`src/rtl/mem_arbiter.sv`:
```
// Two-port round-robin arbiter in front of a single-port memory.
// Each access runs grant -> access -> optional wait states -> acknowledge.
module mem_arbiter #(
    parameter int unsigned AW      = 5,
    parameter int unsigned DW      = 8,
    parameter int unsigned MEM_LAT = 1
) (
    input  logic          clk,
    input  logic          rst,
    input  logic          req0,
    input  logic          we0,
    input  logic [AW-1:0] addr0,
    input  logic [DW-1:0] wdata0,
    input  logic          req1,
    input  logic          we1,
    input  logic [AW-1:0] addr1,
    input  logic [DW-1:0] wdata1,
    output logic          gnt0,
    output logic          gnt1,
    output logic          ack0,
    output logic          ack1,
    output logic [DW-1:0] rdata,
    output logic          busy,
    output logic [AW-1:0] mem_addr,
    output logic [DW-1:0] mem_wdata,
    output logic          mem_rd,
    output logic          mem_wr,
    input  logic [DW-1:0] mem_rdata
);

    typedef enum logic [1:0] {StIdle, StAccess, StWait, StDone} state_t;

    state_t        state;
    logic          owner;
    logic          last;
    logic          lat_we;
    logic [2:0]    cnt;
    logic [AW-1:0] lat_addr;
    logic [DW-1:0] lat_wdata;
    logic          pick;

    // Winner of the IDLE-state arbitration; a tie goes to the port that did not go last.
    always_comb begin
        pick = 1'b0;
        if (req0 && req1) begin
            pick = ~last;
        end else begin
            pick = req1;
        end
    end

    // Transaction sequencer with its latched request and read-data registers.
    always_ff @(posedge clk or posedge rst) begin
        if (rst) begin
            state     <= StIdle;
            owner     <= 1'b0;
            last      <= 1'b1;
            lat_we    <= 1'b0;
            cnt       <= 3'd0;
            lat_addr  <= '0;
            lat_wdata <= '0;
            rdata     <= '0;
        end else begin
            case (state)
                StIdle: begin
                    if (req0 || req1) begin
                        owner     <= pick;
                        lat_we    <= pick ? we1 : we0;
                        lat_addr  <= pick ? addr1 : addr0;
                        lat_wdata <= pick ? wdata1 : wdata0;
                        state     <= StAccess;
                    end
                end
                StAccess: begin
                    if (lat_we || (MEM_LAT == 1)) begin
                        if (!lat_we) begin
                            rdata <= mem_rdata;
                        end
                        state <= StDone;
                    end else begin
                        // Remaining wait cycles after this one and the final capture cycle.
                        cnt   <= 3'(MEM_LAT - 2);
                        state <= StWait;
                    end
                end
                StWait: begin
                    if (cnt == 3'd0) begin
                        rdata <= mem_rdata;
                        state <= StDone;
                    end else begin
                        cnt <= cnt - 3'd1;
                    end
                end
                StDone: begin
                    last  <= owner;
                    state <= StIdle;
                end
                default: state <= StIdle;
            endcase
        end
    end

    // Handshake and memory strobes decoded from state so reset clears them at once.
    always_comb begin
        gnt0      = 1'b0;
        gnt1      = 1'b0;
        ack0      = 1'b0;
        ack1      = 1'b0;
        mem_rd    = 1'b0;
        mem_wr    = 1'b0;
        mem_addr  = '0;
        mem_wdata = '0;
        busy      = (state != StIdle);
        if (state != StIdle) begin
            gnt0 = ~owner;
            gnt1 = owner;
        end
        case (state)
            StAccess: begin
                mem_wr    = lat_we;
                mem_rd    = ~lat_we;
                mem_addr  = lat_addr;
                mem_wdata = lat_wdata;
            end
            StWait: begin
                mem_rd    = 1'b1;
                mem_addr  = lat_addr;
                mem_wdata = lat_wdata;
            end
            StDone: begin
                ack0 = ~owner;
                ack1 = owner;
            end
            default: ;
        endcase
    end

endmodule

```
`config.mk`:
```
export PLATFORM = sky130hd
export DESIGN_NAME = mem_arbiter
export DESIGN_NICKNAME = d
export VERILOG_FILES = /design/src/rtl/mem_arbiter.sv
export SDC_FILE = /design/constraint.sdc
export NUM_CORES = 1
export LEC_CHECK = 0
export ABC_CLOCK_PERIOD_IN_PS = 1800
export CELL_PAD_IN_SITES_DETAIL_PLACEMENT = 1
export CELL_PAD_IN_SITES_GLOBAL_PLACEMENT = 2
export CORE_MARGIN = 1
export CORE_UTILIZATION = 23
export DETAILED_ROUTE_END_ITERATION = 6
export PLACE_DENSITY_LB_ADDON = 0.1
export SYNTH_ARGS = -nofsm -noshare
export SYNTH_HDL_FRONTEND = slang
export SYNTH_SLANG_ARGS = --single-unit
export TNS_END_PERCENT = 20
```
`constraint.sdc`:
```
create_clock -name clk -period 1.8 [get_ports clk]
set_input_delay 0.45 -clock clk [delete_from_list [all_inputs] [get_ports clk]]
set_output_delay 0.45 -clock clk [all_outputs]
set_load 0.03 [all_outputs]
```
==> flow_metrics.tcl, run 1 <==
set metrics [dict create \
    status "finished with violations" \
    violations "setup timing" \
    worstMarginPinSlew_ns 0.5317 \
    yosysWarnings 0 \
    holdPathStages 2 \
    fin_cells 305 \
    core_mm2 0.006026 \
    layout_setup_ws_ns -0.08697 \
    antenna_found_initial 0 \
    rr_startpoint "state[0]" \
    seq_area_frac_synth_pct 49.62 \
    htreeDepth 2 \
    synth_top_area_share_pct 47.82 \
    finClkSkew_ns 0.006128 \
    place.gp.congestion 0.7625 \
    synth_most_common_cell "a21oi_1" \
    rsz0062_at_grt "yes" \
    n_fill_cell 683 \
    synth-edff-count 0 \
    start_kind "flop" \
    crit_fanout 3 \
    final_max_slew_viol_count 0 \
    vdd_drop_max_v 0.0009357 \
    worst_r2r_path_depth 5 \
    worstHoldStart "cnt[1]" \
    netlist-cell-type-count 23 \
    critPathArrivalTime_ns 1.44 \
    critPathLaunch "state[0]" \
    grt_max_degree 30 \
    finish.utilization_pct 40.82 \
    maxCapViolCount 0 \
    area_growth_syn_to_layout_pct 67.89 \
    max_slew_margin_pct 64.55 \
    drtPass1Iterations 3 \
    root_buffer "clkbuf_8" \
    track_usage_pct 14.65 \
    hpwl_um 3237 \
    async_flop_share_pct 100.0 \
    finalSetupViolCount 15 \
    cts_max_path_buffers 2 \
    holdPathEnd "cnt[1]" \
    syn_avg_cell_area_um2 9.703 \
    initial_core_util_pct 24.31 \
    place_ws_ns -0.07716 \
    pin_count 68 \
    max_freq_mhz 530.0 \
    rows 28 \
    hold_slack_ns 0.4927 \
    drive_above_1_share_pct 30.00 \
    power_density_mw_per_mm2 2165 \
    critical_path_class "reg2out" \
    hold_class "reg2reg" \
    clk_latency_ns 0.28 \
    port_buffers 67 \
    cts.sinks 29 \
    ys_top_cells_by_count "a21oi_1 (29), dfrtp_1 (28), nand2_1 (17), nor2_1 (17), and2_1 (15)" \
    netlist_area_mm2 0.001465 \
    grt_first_pass_wirelength_um 7182 \
    syn_nets 197 \
    die-area_mm2 0.006694 \
    ys.flop_type "dfrtp_1" \
    vias 1379 \
    netlist_instances 151 \
    min_period_ns 1.887 \
    dieWidth_um 81.82 \
    ant_nets 0 \
    synth_top_area_cell "dfrtp_1" \
    fp.dieH_um 81.82 \
    hold_violations 0 \
    end_kind "output pin" \
    overflow 0 \
    dp.cells 294 \
    wl_um 4627 \
    drc_errors 0 \
    p_leak_nw 1.104 \
    wl_per_cell_um 15.17 \
    cp.required_ns 1.35 \
    ys_top_cells_by_area "dfrtp_1 (48%), a21oi_1 (9.9%), mux2_2 (7.7%)" \
    numCtsBuffers 5 \
    diodes 0 \
    drt_iter0_drc 17 \
    via_per_inst 4.521 \
    r2r-end "rdata[1]" \
    grt_pass1_vias 1502 \
    cts_tree "yes" \
    clk_pin_slew_ns 0.06 \
    r2r_slack_ns 0.01 \
    nets 276 \
    synth_seq_cells 29 \
    min_period_over_period_pct 104.8 \
    tns_ns -0.7281 \
]
how the worst max path moves through the flow:
stage / to / slack, ns
3_5_place_dp: lat_wdata[4] / -0.08
6_report: mem_rd / -0.09
4_1_cts: mem_rd / -0.1
5_1_grt: mem_rd / -0.15
3_3_place_gp: mem_wdata[7] / -0.01
2_1_floorplan: mem_addr[3] / 0.08
critical path: stages (launching register included):
cell	delay, ns
dfrtp_1	0.39
buf_4	0.15
ha_2	0.18
nor2b_1	0.13
o21a_1	0.18
buf_6	0.14
layer usage:
| layer | vias up | GRT usage [%] | part of all wire, % |
|---|---|---|---|
| li1 | 657 | - | - |
| met1 | 673 | 16.24 | 40 |
| met2 | 44 | 27.27 | 53 |
| met3 | 5 | 3.889 | 5.6 |
| met4 | 0 | 3.860 | 0.99 |
| met5 | - | 0 | 0 |
sequential cells by signal, summed over array words and instances, names as in the netlist:
name,flops
state,2
lat_wdata,8
lat_addr,5
cnt,3
rdata,8
last,1
lat_we,1
owner,1
stage by stage:
stage	instance area (µm²)	total power [mW]
4_1_cts	2447	5.404
3_3_place_gp	2211	4.024
2_1_floorplan	1465	2.960
5_1_grt	2460	5.667
3_5_place_dp	2211	4.099
6_report	2460	5.325
cells in the final DEF (no fill, tap or decap), types with 2 or more instances in the layout:
| cell type | netlist | layout |
|---|---|---|
| clkdlybuf4s50_1 | 0 | 43 |
| a21oi_1 | 29 | 29 |
| dfrtp_1 | 28 | 28 |
| nor2_1 | 17 | 17 |
| nand2_1 | 17 | 17 |
| buf_6 | 0 | 14 |
| and2_4 | 0 | 13 |
| buf_4 | 1 | 13 |
| mux2_2 | 10 | 10 |
| clkbuf_8 | 0 | 6 |
| inv_1 | 7 | 5 |
| dlymetal6s2s_1 | 0 | 4 |
| nor2b_1 | 3 | 3 |
| o21ai_0 | 3 | 3 |
| ha_1 | 6 | 3 |
| inv_2 | 0 | 2 |
| and2_1 | 15 | 2 |
| o21a_1 | 2 | 2 |
| ha_2 | 0 | 2 |
| buf_12 | 0 | 2 |
timing repair:
item | in CTS | in global routing
endpoints found under the setup margin | 23 | 29
hold buffers | 0 | 0
pin swaps | 9 | 0
setup buffers | 4 | 0
gates resized for setup | 35 | 5
cell families (layout without fill, tap and decap cells):
logic type / Yosys count / after routing / synth area share (%)
AND/OR/NAND/NOR: 55 / 55 / 18.96
adder cells (fa/ha/maj): 6 / 6 / 5.124
XOR/XNOR: 1 / 1 / 0.5979
AO/OA/AOI/OAI: 37 / 37 / 13.75
flip-flops: 29 / 29 / 49.62
buffers and inverters: 12 / 91 / 3.587
multiplexers: 11 / 11 / 8.369
layout make-up:
type                       count  area (µm²)  share of cell area (%)
sequential                    29       726.9                   29.55
multi-input combinational    110       735.7                   29.91
timing repair buffer          77       790.8                   32.15
tap                           75       93.84                   3.815
inverter                       7       26.28                   1.068
clock buffer                   7       86.33                   3.510
report_power, final:
part	total (mW)	internal [mW]	leakage, nW	switching (mW)
clock	0.545	0.303	0.0443	0.243
combinational	3.64	1.80	0.724	1.84
sequential	1.14	0.965	0.336	0.179
No activity file was read; power rests on OpenSTA's default activity.
==> run 2, diff against run 1 <==
- CAP_MARGIN: default -> 20
- SKIP_CTS_REPAIR_TIMING: default -> 1
==> flow_metrics.tcl, run 2 (synthesis results as in run 1) <==
set metrics [dict create \
    p_leak_nw 1.124 \
    dp.cells 294 \
    hold_slack_ns 0.4928 \
    antenna_found_initial 0 \
    end_kind "output pin" \
    hpwl_um 3237 \
    drt_iter0_drc 19 \
    root_buffer "clkbuf_8" \
    combPwrFrac_pct 68.5 \
    worstMarginPinSlew_ns 0.5330 \
    final_common_cell "clkdlybuf4s50_1" \
    min_period_over_period_pct 104.5 \
    ant_nets 0 \
    max_slew_margin_pct 64.47 \
    critPathArrivalTime_ns 1.43 \
    wl_per_cell_um 14.98 \
    clk_latency_ns 0.28 \
    clock_power_share_pct 10.1 \
    area_growth_syn_to_layout_pct 71.31 \
    wl_um 4599 \
    initial_core_util_pct 24.31 \
    grt_max_degree 30 \
    finClkSkew_ns 0.006490 \
    maxCapViolCount 0 \
    rsz0062_at_grt "yes" \
    start_kind "flop" \
    violations "setup timing" \
    reg_top3 "lat_wdata (8), rdata (8), lat_addr (5)" \
    pin_count 68 \
    cts.sinks 29 \
    critical_path_class "reg2out" \
    grt_first_pass_wirelength_um 6900 \
    rr_startpoint "state[1]" \
    overflow 0 \
    vdd_drop_max_v 0.0009355 \
    grt_pass1_vias 1446 \
    seq_power_share_pct 21.3 \
    final_max_slew_viol_count 0 \
    cts_tree "yes" \
    cp.required_ns 1.35 \
    power.internal_mw 3.107 \
    hold_violations 0 \
    worst_r2r_path_depth 6 \
    r2r_slack_ns 0.03 \
    layout_setup_ws_ns -0.08132 \
    rows 28 \
    dieWidth_um 81.82 \
    status "finished with violations" \
    finish.utilization_pct 41.65 \
    critPathLaunch "state[1]" \
    endpoint "mem_rd" \
    track_usage_pct 13.97 \
    diodes 0 \
    clk_pin_slew_ns 0.07 \
    p_switching_mw 2.292 \
    max_freq_mhz 531.5 \
    tns_ns -0.6573 \
    die-area_mm2 0.006694 \
    drive_above_1_share_pct 31.03 \
    via_per_inst 4.479 \
    numCtsBuffers 5 \
    core_mm2 0.006026 \
    switching_share_pct 42.45 \
    power_density_mw_per_mm2 2151 \
    nets 278 \
    hold_class "reg2reg" \
    place_ws_ns -0.07716 \
    finalSetupViolCount 15 \
    cts_max_path_buffers 2 \
    drc_errors 0 \
    crit_fanout 3 \
    min_period_ns 1.881 \
    vias 1375 \
    fin_cells 307 \
    place.gp.congestion 0.7625 \
    drtPass1Iterations 4 \
    mostFrequentLayoutCells "clkdlybuf4s50_1 (43), a21oi_1 (29), dfrtp_1 (28)" \
    port_buffers 67 \
    htreeDepth 2 \
    r2r-end "rdata[1]" \
    fp.dieH_um 81.82 \
]
run 2: cell count changes in the layout (fill, tap and decap cells not counted):
| cell | delta |
|---|---|
| nor2b_1 | -1 |
| ha_4 | +2 |
| ha_2 | -2 |
| nor2b_4 | +1 |
| buf_6 | +2 |
run 2: per-stage QoR:
| stage | cell area, µm² | power [mW] |
|---|---|---|
| after floorplan | 1465 | 2.960 |
| after global placement | 2211 | 4.024 |
| after detailed placement | 2211 | 4.099 |
| after CTS | 2297 | 4.667 |
| after global routing | 2510 | 5.729 |
| final | 2510 | 5.399 |
run 2: power groups by stage:
stage	Sequential [mW]	Clock [mW]	Combinational [mW]
2_1_floorplan	1.29	0	1.67
3_3_place_gp	1.12	0	2.90
3_5_place_dp	1.15	0	2.95
4_1_cts	1.14	0.566	2.96
5_1_grt	1.20	0.602	3.93
6_report	1.15	0.547	3.70
run 2: how the worst min path moves through the flow:
stage,depth (start not counted),to,start
floorplan,2,cnt[1],cnt[1]
global placement,2,cnt[1],cnt[1]
detailed placement,2,cnt[1],cnt[1]
CTS,2,cnt[1],cnt[1]
global route,2,cnt[1],cnt[1]
finish,2,cnt[1],cnt[1]
run 2: per-layer routing:
metal / global-route usage, % / wire, µm
met1: 16.23 / 1856
met2: 24.88 / 2435
met3: 3.889 / 261
met4: 3.860 / 46
met5: 0 / 0
run 2: area by class of cell:
| type | count | area, µm² |
|---|---|---|
| Fill cell | 677 | 3516 |
| Inverter | 7 | 26.28 |
| Multi-Input combinational cell | 110 | 763.2 |
| Clock buffer | 7 | 86.33 |
| Sequential cell | 29 | 726.9 |
| Tap cell | 75 | 93.84 |
| Timing Repair Buffer | 79 | 813.3 |
run 2: critical path: stages (launching register included):
cell	delay [ns]
dfrtp_1	0.36
inv_2	0.07
buf_6	0.12
ha_4	0.15
nor2b_4	0.12
o21a_1	0.20
buf_6	0.14
